--- src/rtl/shop_identify.sv ---
// rtl/shop_identify.sv - sequential truth-table identifier for the XOR3/NAND3/NOR3/XNOR3 selector
module shop_identify #(
    parameter int RESP_LAT = 1,
    parameter int TT_W     = 8
) (
    input  logic            i_clk,
    input  logic            i_rst_n,
    input  logic            i_start,
    input  logic            i_f,
    output logic            o_a,
    output logic            o_b,
    output logic            o_c,
    output logic            o_busy,
    output logic            o_valid,
    output logic [1:0]      o_code,
    output logic            o_match,
    output logic [TT_W-1:0] o_table
);

    localparam logic [1:0] S_IDLE = 2'd0;
    localparam logic [1:0] S_RUN  = 2'd1;
    localparam logic [1:0] S_DONE = 2'd2;
    localparam logic [3:0] LAT    = 4'(RESP_LAT);

    logic [1:0]      state;
    logic [2:0]      pat;
    logic [3:0]      wcnt;
    logic [TT_W-1:0] shadow;
    logic [1:0]      dec_code;
    logic            dec_match;

    // Pattern pins are only driven while probing; they idle at zero.
    assign {o_a, o_b, o_c} = (state == S_RUN) ? pat : 3'b000;
    assign o_busy          = (state != S_IDLE);

    always_comb begin
        dec_code  = 2'b00;
        dec_match = 1'b0;
        case (shadow)
            8'h96: begin dec_code = 2'b00; dec_match = 1'b1; end
            8'h7F: begin dec_code = 2'b01; dec_match = 1'b1; end
            8'h01: begin dec_code = 2'b10; dec_match = 1'b1; end
            8'h69: begin dec_code = 2'b11; dec_match = 1'b1; end
            default: begin dec_code = 2'b00; dec_match = 1'b0; end
        endcase
    end

    always_ff @(posedge i_clk) begin
        if (!i_rst_n) begin
            state   <= S_IDLE;
            pat     <= 3'd0;
            wcnt    <= 4'd0;
            shadow  <= '0;
            o_valid <= 1'b0;
            o_code  <= 2'b00;
            o_match <= 1'b0;
            o_table <= '0;
        end else begin
            o_valid <= 1'b0;
            case (state)
                S_IDLE: begin
                    if (i_start) begin
                        state  <= S_RUN;
                        pat    <= 3'd0;
                        wcnt   <= 4'd0;
                        shadow <= '0;
                    end
                end
                S_RUN: begin
                    // Sample on the last hold cycle so the unit has had RESP_LAT cycles to respond.
                    if (wcnt == LAT) begin
                        shadow[pat] <= i_f;
                        wcnt        <= 4'd0;
                        if (pat == 3'd7) begin
                            state <= S_DONE;
                        end else begin
                            pat <= pat + 3'd1;
                        end
                    end else begin
                        wcnt <= wcnt + 4'd1;
                    end
                end
                S_DONE: begin
                    o_table <= shadow;
                    o_code  <= dec_code;
                    o_match <= dec_match;
                    o_valid <= 1'b1;
                    state   <= S_IDLE;
                end
                default: begin
                    state <= S_IDLE;
                end
            endcase
        end
    end

endmodule
--- config.mk ---
export PLATFORM = sky130hd
export DESIGN_NAME = shop_identify
export DESIGN_NICKNAME = d
export VERILOG_FILES = /design/src/rtl/shop_identify.sv
export SDC_FILE = /design/constraint.sdc
export NUM_CORES = 1
export LEC_CHECK = 0
export BUFFER_PORTS_ARGS = -buffer_cell sky130_fd_sc_hd__buf_4
export CAP_MARGIN = 20
export CORE_MARGIN = 1.5
export CORE_UTILIZATION = 55
export CTS_CLUSTER_DIAMETER = 30
export DETAILED_ROUTE_END_ITERATION = 12
export PLACE_DENSITY = 0.86
export SYNTH_ARGS = -nofsm -noshare
export SYNTH_HDL_FRONTEND = slang
export SYNTH_SLANG_ARGS = --single-unit
export TNS_END_PERCENT = 100
--- constraint.sdc ---
create_clock -name i_clk -period 2.2 [get_ports i_clk]
set_input_delay 0.44 -clock i_clk [delete_from_list [all_inputs] [get_ports i_clk]]
set_output_delay 0.44 -clock i_clk [all_outputs]
set_load 0.05 [all_outputs]
==> out/qor.yml <==
io_pins: 20
initial_core_util: 0.579
crit_type: "reg -> out"
drt_wl_total_um: 2600
postCtsSetupBuffers: 0
cp_slowest_cell: "dfxtp_1"
dr.first_iter.drc_count: 11
reg2reg_to: "shadow[4]"
synthTopCellsByArea: "dfxtp_1 (41%), nand2_1 (7.7%), nor3b_1 (5.3%)"
rows: 18
critPathLaunchType: "flop"
coreArea_um2: 2450
finalSetupTns_ns: 0
cp.required_ns: 1.76
cts_tree: "yes"
synth_nets: 164
hold_path_depth: 2
finalHoldViolCount: 0
endpoint_kind: "primary output"
hold_buffers: 0
netlist_instances: 156
n_antenna_cell: 0
p_int_uw: 689
netlist-cell-type-count: 41
switching_share: 0.273
yosysTopAreaCell: "dfxtp_1"
numPortBuffers: 19
dr.pass1.iters: 4
grt_max_degree: 23
syn_area_um2: 1420
finalMaxSlewViolations: 0
clk_pin_slew_ns: 0.10
drive_gt1_frac: 0.203
switchingPower_uw: 259
relSlewSlack: 0.531
worstSkewPairLatency_ns: 0.34
cts_max_level: 2
post-route-drc-count: 0
hold_class: "in -> reg"
hpwl_um: 1940
grt_pass1_vias: 1017
max_stage_delay_ns: 0.46
grt_overflow: 0
grt_antenna_before_repair: 0
outcome: "finished, final reports clean"
arrival_ns: 1.42
nets: 184
timing.hold.ws_ns: 0.436
die_x_um: 53.8
clockRootBuffer: "clkbuf_4"
crit_chain: "nor2b_4 > and2_1 > buf_4"
reg2reg_setup_slack_ns: 0.52
wire_per_inst_um: 12.6
setup_viol: 0
cp-startpoint: "state[0]"
avgSynthCellArea_um2: 9.11
crit-reg2reg-launch: "wcnt[0]"
cts_buffers: 5
final_antenna_net_count: 0
dp.cells: 199
finalCritPeriodShare: 0.844
vias: 1146
cap_violations: 0
dpl_cell_area_um2: 1560
hold_start: "i_rst_n"
p_total_uw: 948
p_leak_uw: 0.000663
period_needed_ns: 1.86
die_area_um2: 2900
fmax_mhz: 539
area_delta_synth_final_pct: 13.9
worstRegToRegCells: 5
yosysSeqAreaShare: 0.408
rsz0062_at_grt: "false"
critPathMaxFanout: 8
clkPwrFrac: 0.335
layout_common_cells: "nand2_1 (29), dfxtp_1 (29), buf_4 (19)"
p_seq_frac: 0.574
fin_area_um2: 1620
synth_top_area_frac: 0.408
synth.yosys.warnings: 0
grt_first_pass_wirelength_um: 4350
dieHeight_um: 53.8
power.density_nw_per_um2: 585
peakVddDrop_v: 0.000535
instances_no_fill: 207
min_to: "pat[1]"
ys_seq_elements: 29
worstMarginPinSlew_ns: 0.702
skew_ns: 0.00901
cts_resized: 0
avgViaCountPerCell: 5.54
place_congestion: 0.875
clockBufferDepth: 2
combPwrFrac: 0.091
cts_num_sinks: 29
grtUsageTotal: 0.213
==> cells in the mapped netlist <==
master,instances
a211oi_1,1
a211oi_2,1
a21boi_0,9
a21boi_1,2
a21boi_2,1
a21oi_1,3
a221o_1,7
a221o_2,1
and2_1,10
and2_4,1
and3_1,4
and3b_1,1
buf_6,2
clkbuf_1,4
dfxtp_1,29
ha_1,4
inv_1,1
nand2_1,29
nand2b_1,1
nand3_1,2
nand4_1,1
nand4b_1,1
nor2_1,5
nor2b_1,6
nor2b_4,1
nor3_1,3
nor3b_1,10
o211a_1,1
o211ai_1,1
o211ai_2,1
o21a_1,2
o21ai_0,1
o21ba_2,1
o22ai_1,1
or2_2,1
or2b_1,1
or3_1,2
or3b_1,1
or4b_1,1
or4b_4,1
xnor2_1,1
==> registers in the layout (all words and copies together), names as in the netlist <==
signal	cells
o_code	2
o_match	1
o_table	8
o_valid	1
pat	3
shadow	8
state	2
wcnt	4
==> worst max path at each step <==
stage | to | slack, ns | depth (start not counted)
after detailed placement | shadow[4] | 0.53 | 5
after global routing | o_a | 0.25 | 3
after CTS | o_a | 0.35 | 3
after global placement | shadow[4] | 0.61 | 5
final | o_b | 0.34 | 3
after floorplan | shadow[4] | 0.66 | 5
==> metal layers <==
metal | routed length [um] | global-route usage | up-vias
met5 | 0 | 0 | -
met1 | 1150 | 0.229 | 513
met4 | 62 | 0.124 | 0
met3 | 130 | 0.0778 | 5
li1 | - | - | 599
met2 | 1260 | 0.358 | 29
==> logic make-up after synthesis <==
logic type,Yosys count,synth area share
buffers and inverters,7,0.0290
and+or+nand+nor,82,0.327
AOI/OAI and AO/OA,33,0.195
adders and majority gates,4,0.0352
xor gates and xnor gates,1,0.00616
DFF,29,0.408
==> cell type report <==
class                           count  area [um^2]
Clock buffer                        5         37.5
Clock inverter                      3         17.5
Fill cell                         222          836
Inverter                            1         3.75
Multi-Input combinational cell    120          800
Sequential cell                    29          581
Tap cell                           30         37.5
Timing Repair Buffer               19          143
==> critical path: cells and delay by family, from the launching register on <==
kind / cells / cell delay (ns)
flip-flops: 1 / 0.46
buffers and inverters: 1 / 0.19
AND/OR/NAND/NOR: 2 / 0.42
==> per-stage QoR <==
stage          setup WS [ns]  utilization
2_1_floorplan          0.655            -
3_3_place_gp           0.611        0.637
3_5_place_dp           0.527        0.637
4_1_cts                0.346        0.660
5_1_grt                0.253        0.660
6_report               0.343        0.660
==> power groups by stage <==
stage	Combinational [uW]	Sequential (uW)	Clock, uW
floorplan	70.7	553	0
global placement	83.1	554	0
detailed placement	87.0	556	0
CTS	87.3	544	329
global route	96.8	545	351
finish	86.6	544	317
No activity file was read; power rests on OpenSTA's default activity.
